### config.mk
export PLATFORM = sky130hd
export DESIGN_NAME = fetch_sequencer
export DESIGN_NICKNAME = d
export VERILOG_FILES = /design/src/rtl/fetch_sequencer.sv
export SDC_FILE = /design/constraint.sdc
export NUM_CORES = 1
export LEC_CHECK = 0
export ABC_AREA = 1
export BUFFER_PORTS_ARGS = -buffer_cell sky130_fd_sc_hd__buf_4
export CAP_MARGIN = 20
export CORE_MARGIN = 10
export CORE_UTILIZATION = 35
export CTS_CLUSTER_DIAMETER = 30
export DETAILED_ROUTE_END_ITERATION = 7
export GPL_ROUTABILITY_DRIVEN = 0
export PLACE_DENSITY = 0.56
export SYNTH_ARGS = -nofsm -noshare
export SYNTH_HDL_FRONTEND = slang
export SYNTH_SLANG_ARGS = --single-unit
### constraint.sdc
create_clock -name clk -period 1.9 [get_ports clk]
set_input_delay 0.19 -clock clk [delete_from_list [all_inputs] [get_ports clk]]
set_output_delay 0.19 -clock clk [all_outputs]
set_load 0.02 [all_outputs]
### src/rtl/fetch_sequencer.sv
// Program-counter sequencer for the instruction ROM: start/done handshake,
// stall/jump/halt handling in RUN, and a saturating issued-instruction count.
module fetch_sequencer #(
    parameter int D          = 12,
    parameter int OFFW       = 8,
    parameter int START_ADDR = 0
) (
    input  logic            clk,
    input  logic            reset,
    input  logic            start,
    input  logic            stall,
    input  logic            jump_abs,
    input  logic            jump_rel,
    input  logic [D-1:0]    target,
    input  logic [OFFW-1:0] offset,
    input  logic            halt_req,
    output logic [D-1:0]    prog_ctr,
    output logic            fetch_valid,
    output logic            done,
    output logic [15:0]     instr_count
);

    typedef enum logic [1:0] {S_IDLE, S_RUN, S_DONE} state_t;

    state_t        r_state, w_state_nxt;
    logic [D-1:0]  r_pc, w_pc_nxt;
    logic [15:0]   r_cnt, w_cnt_nxt;
    logic          r_fv, r_done;
    logic [D-1:0]  w_off_ext;
    logic [15:0]   w_cnt_inc;

    assign w_off_ext = D'($signed(offset));
    assign w_cnt_inc = (r_cnt == 16'hFFFF) ? r_cnt : r_cnt + 16'd1;

    always_comb begin
        w_state_nxt = r_state;
        w_pc_nxt    = r_pc;
        w_cnt_nxt   = r_cnt;
        case (r_state)
            S_RUN: begin
                // Halt leaves PC on the halt instruction; stall drops any jump.
                if (halt_req) begin
                    w_state_nxt = S_DONE;
                end else if (!stall) begin
                    w_cnt_nxt = w_cnt_inc;
                    if (jump_abs)      w_pc_nxt = target;
                    else if (jump_rel) w_pc_nxt = r_pc + w_off_ext;
                    else               w_pc_nxt = r_pc + 1'b1;
                end
            end
            default: begin
                if (start) begin
                    w_state_nxt = S_RUN;
                    w_pc_nxt    = D'(START_ADDR);
                    w_cnt_nxt   = 16'd0;
                end
            end
        endcase
    end

    always_ff @(posedge clk or posedge reset) begin
        if (reset) begin
            r_state <= S_IDLE;
            r_pc    <= '0;
            r_cnt   <= '0;
            r_fv    <= 1'b0;
            r_done  <= 1'b0;
        end else begin
            r_state <= w_state_nxt;
            r_pc    <= w_pc_nxt;
            r_cnt   <= w_cnt_nxt;
            r_fv    <= (w_state_nxt == S_RUN);
            r_done  <= (w_state_nxt == S_DONE);
        end
    end

    assign prog_ctr    = r_pc;
    assign instr_count = r_cnt;
    assign fetch_valid = r_fv;
    assign done        = r_done;

endmodule

==> results.json <==
{
  "status": "finished, final reports clean",
  "finalNetCount": 443,
  "worstSetupStartpointType": "flip-flop",
  "core_area_mm2": 0.00672,
  "viasPerCell": 4.75,
  "antenna_found_initial": 0,
  "clkSinkCount": 32,
  "syn_area_mm2": 0.00241,
  "cts-htree-levels": 2,
  "cts_root_buf": "clkbuf_8",
  "rows": 30,
  "tritoncts": "done",
  "finalSetupViolCount": 0,
  "place_hpwl_um": 5270,
  "ys_ff_latch": 32,
  "avgRoutedWirePerCell_um": 13.8,
  "vdd_drop_max_uv": 455,
  "drtIter0Drc": 69,
  "crit_path_max_incr_delay_ns": 0.39,
  "num_vias": 2317,
  "grt_pass1_vias": 2336,
  "dieArea_mm2": 0.0106,
  "cts_buffers": 5,
  "tightest_slew_ns": 0.518,
  "clk_latency_ns": 0.28,
  "fin_setup_tns_ns": 0,
  "drive_gt1_share_pct": 22.1,
  "r2r_setup_slack_ns": 0.21,
  "crit_chain": "ha_1 -> inv_1 -> fa_1 -> inv_1 -> nand2_1 -> nand3_2 -> nand3_1 -> nand3_1 -> nand3_1 -> nand2_1 -> nand2_1",
  "start_util_pct": 35.8,
  "max_freq_mhz": 592,
  "drt-met1-wl_um": 3100,
  "route.detailed.drc": 0,
  "die_w_um": 103,
  "ant_nets": 0,
  "first_pass_iters": 4,
  "hp-class": "in -> async",
  "wl_met3_um": 369,
  "path_clk_slew_ns": 0.07,
  "final_common_cell": "nand2_1",
  "synth_cells": 344,
  "post_cts_buffers": 0,
  "arrival_ns": 1.87,
  "syn_nets": 380,
  "period_share_pct": 88.9,
  "slowest_stage": "fa_1",
  "synth_warnings": 0,
  "clock_skew_ns": 0.0109,
  "cts_max_path_buffers": 2,
  "worst-path-buf-inv": 2,
  "grt_max_degree": 33,
  "whs_ns": 0.00294,
  "maxCapViolCount": 0,
  "mostFrequentLayoutCells": "nand2_1, buf_4, inv_1",
  "hold_viol_final": 0,
  "cp-end-kind": "flip-flop",
  "grtUsageTotal_pct": 13.1,
  "met2_length_um": 3240,
  "path_max_fanout": 4,
  "rsz0062_at_grt": "false",
  "worstSetupPathType": "reg -> reg",
  "grt_pass1_wl_um": 11100,
  "drt_wl_total_um": 6750,
  "p_leak_nw": 1.65,
  "die_h_um": 103,
  "maxSlewViolCount": 0,
  "highest_layer": "met4",
  "total_power_mw": 3.00,
  "critPathTopFamily": "adder cells",
  "antennaDiodeCount": 0,
  "finalCriticalPeriod_ns": 1.69,
  "synth.distinct_cells": 38,
  "fillers": 716,
  "top_level_ports": 57,
  "port_buffers": 56,
  "syn_area_per_cell_um2": 6.99,
  "slew_headroom_pct": 65.5,
  "worst_ep_required_time_ns": 2.08,
  "seq_area_frac_synth_pct": 33.3,
  "p_per_area_mw_per_mm2": 985,
  "grt_overflow_total": 0,
  "area_growth_pct": 26.8
}
cell type report:
cell class	instances	area [um^2]	share of cell area (%)
multi-input cells	256	1390	45.4
flip-flops and latches	32	801	26.2
repair buffers	63	485	15.9
inverters	49	189	6.19
well taps	80	100	3.28
clock buffers	8	90.1	2.95
sequential cells by signal (all words and copies together), names as in the netlist:
name	count
done	1
instr_count	16
prog_ctr	12
r_state	2
fetch_valid	1
tightest hold or removal path, stage by stage:
cell and delay, ns:
buf_4 0.11, inv_1 0.04, buf_4 0.38
Yosys cell counts:
library cell | instances | area (um^2)
nand4_2 | 1 | 12.5
a31oi_1 | 1 | 6.26
nor3_1 | 6 | 30.0
o211ai_1 | 2 | 15.0
o21ai_1 | 2 | 10.0
or2_1 | 1 | 6.26
o21bai_1 | 1 | 7.51
o21ai_4 | 1 | 16.3
xnor2_1 | 3 | 26.3
nand4_1 | 3 | 18.8
and3_1 | 1 | 6.26
nand3b_1 | 4 | 30.0
nor3_4 | 2 | 32.5
clkbuf_1 | 2 | 7.51
dfrtp_1 | 32 | 801
o21ai_0 | 18 | 90.1
nor2_1 | 33 | 124
inv_6 | 1 | 8.76
fa_1 | 1 | 20.0
nand3_1 | 29 | 145
o22ai_1 | 1 | 6.26
o21ai_2 | 6 | 52.6
nand2_2 | 1 | 6.26
nand2_4 | 2 | 22.5
xor2_1 | 13 | 114
nand3_2 | 1 | 10.0
buf_2 | 3 | 15.0
ha_1 | 8 | 100
inv_2 | 2 | 7.51
buf_4 | 1 | 7.51
nor3b_1 | 1 | 7.51
buf_12 | 1 | 20.0
a21oi_1 | 6 | 30.0
o31ai_1 | 1 | 7.51
mux2i_1 | 1 | 10.0
a31o_2 | 1 | 8.76
inv_1 | 46 | 173
nand2_1 | 105 | 394
power by group:
part | leakage, nW | internal [mW] | switching, mW
clock | 0.0455 | 0.296 | 0.261
sequential | 0.431 | 0.828 | 0.136
combinational | 1.17 | 0.568 | 0.916
path summary, 6_finish.rpt:
| kind | from | to | depth (start not counted) |
|---|---|---|---|
| worst max-delay path | prog_ctr[0]$_DFFE_PP0P_ | prog_ctr[10]$_DFFE_PP0P_ | 11 |
| worst min-delay path | reset | prog_ctr[8]$_DFFE_PP0P_ | 3 |
| worst max register to register | prog_ctr[0]$_DFFE_PP0P_ | prog_ctr[10]$_DFFE_PP0P_ | 11 |
| worst min register to register | prog_ctr[6]$_DFFE_PP0P_ | prog_ctr[6]$_DFFE_PP0P_ | 2 |
| max in group asynchronous | reset | instr_count[11]$_DFFE_PP0P_ | 3 |
| min in group clk | start | done$_DFF_PP0_ | 2 |
stage by stage:
stage	worst slack [ns]	util, %	area, um^2	std cells
detailed placement	0.100	43.8	2940	480
finish	0.211	45.4	3050	488
floorplan	0.130	-	2410	344
global placement	0.125	43.8	2940	480
global route	0.00194	45.4	3050	488
CTS	0.134	45.1	3030	488
logic make-up (layout without fill, tap and decap cells):
| group | after synthesis | after routing | synth area share (%) |
|---|---|---|---|
| flops | 32 | 32 | 33.3 |
| fa+ha+maj | 9 | 9 | 4.99 |
| compound gates | 40 | 40 | 10.4 |
| simple gates | 190 | 190 | 35.2 |
| mux | 1 | 1 | 0.416 |
| xor+xnor | 16 | 16 | 5.82 |
| buf+inv | 56 | 120 | 9.93 |
layer usage:
layer	GRT usage [%]	vias to the layer above
met5	0	-
met4	2.89	0
met3	3.22	5
met2	22.4	51
met1	16.3	1040
li1	-	1221
timing repair:
item | in CTS | in global routing
gates resized for setup | 0 | 4
endpoints found under the setup margin | 0 | 3
hold buffers | 0 | 0
Power figures use the tool's default switching activity.
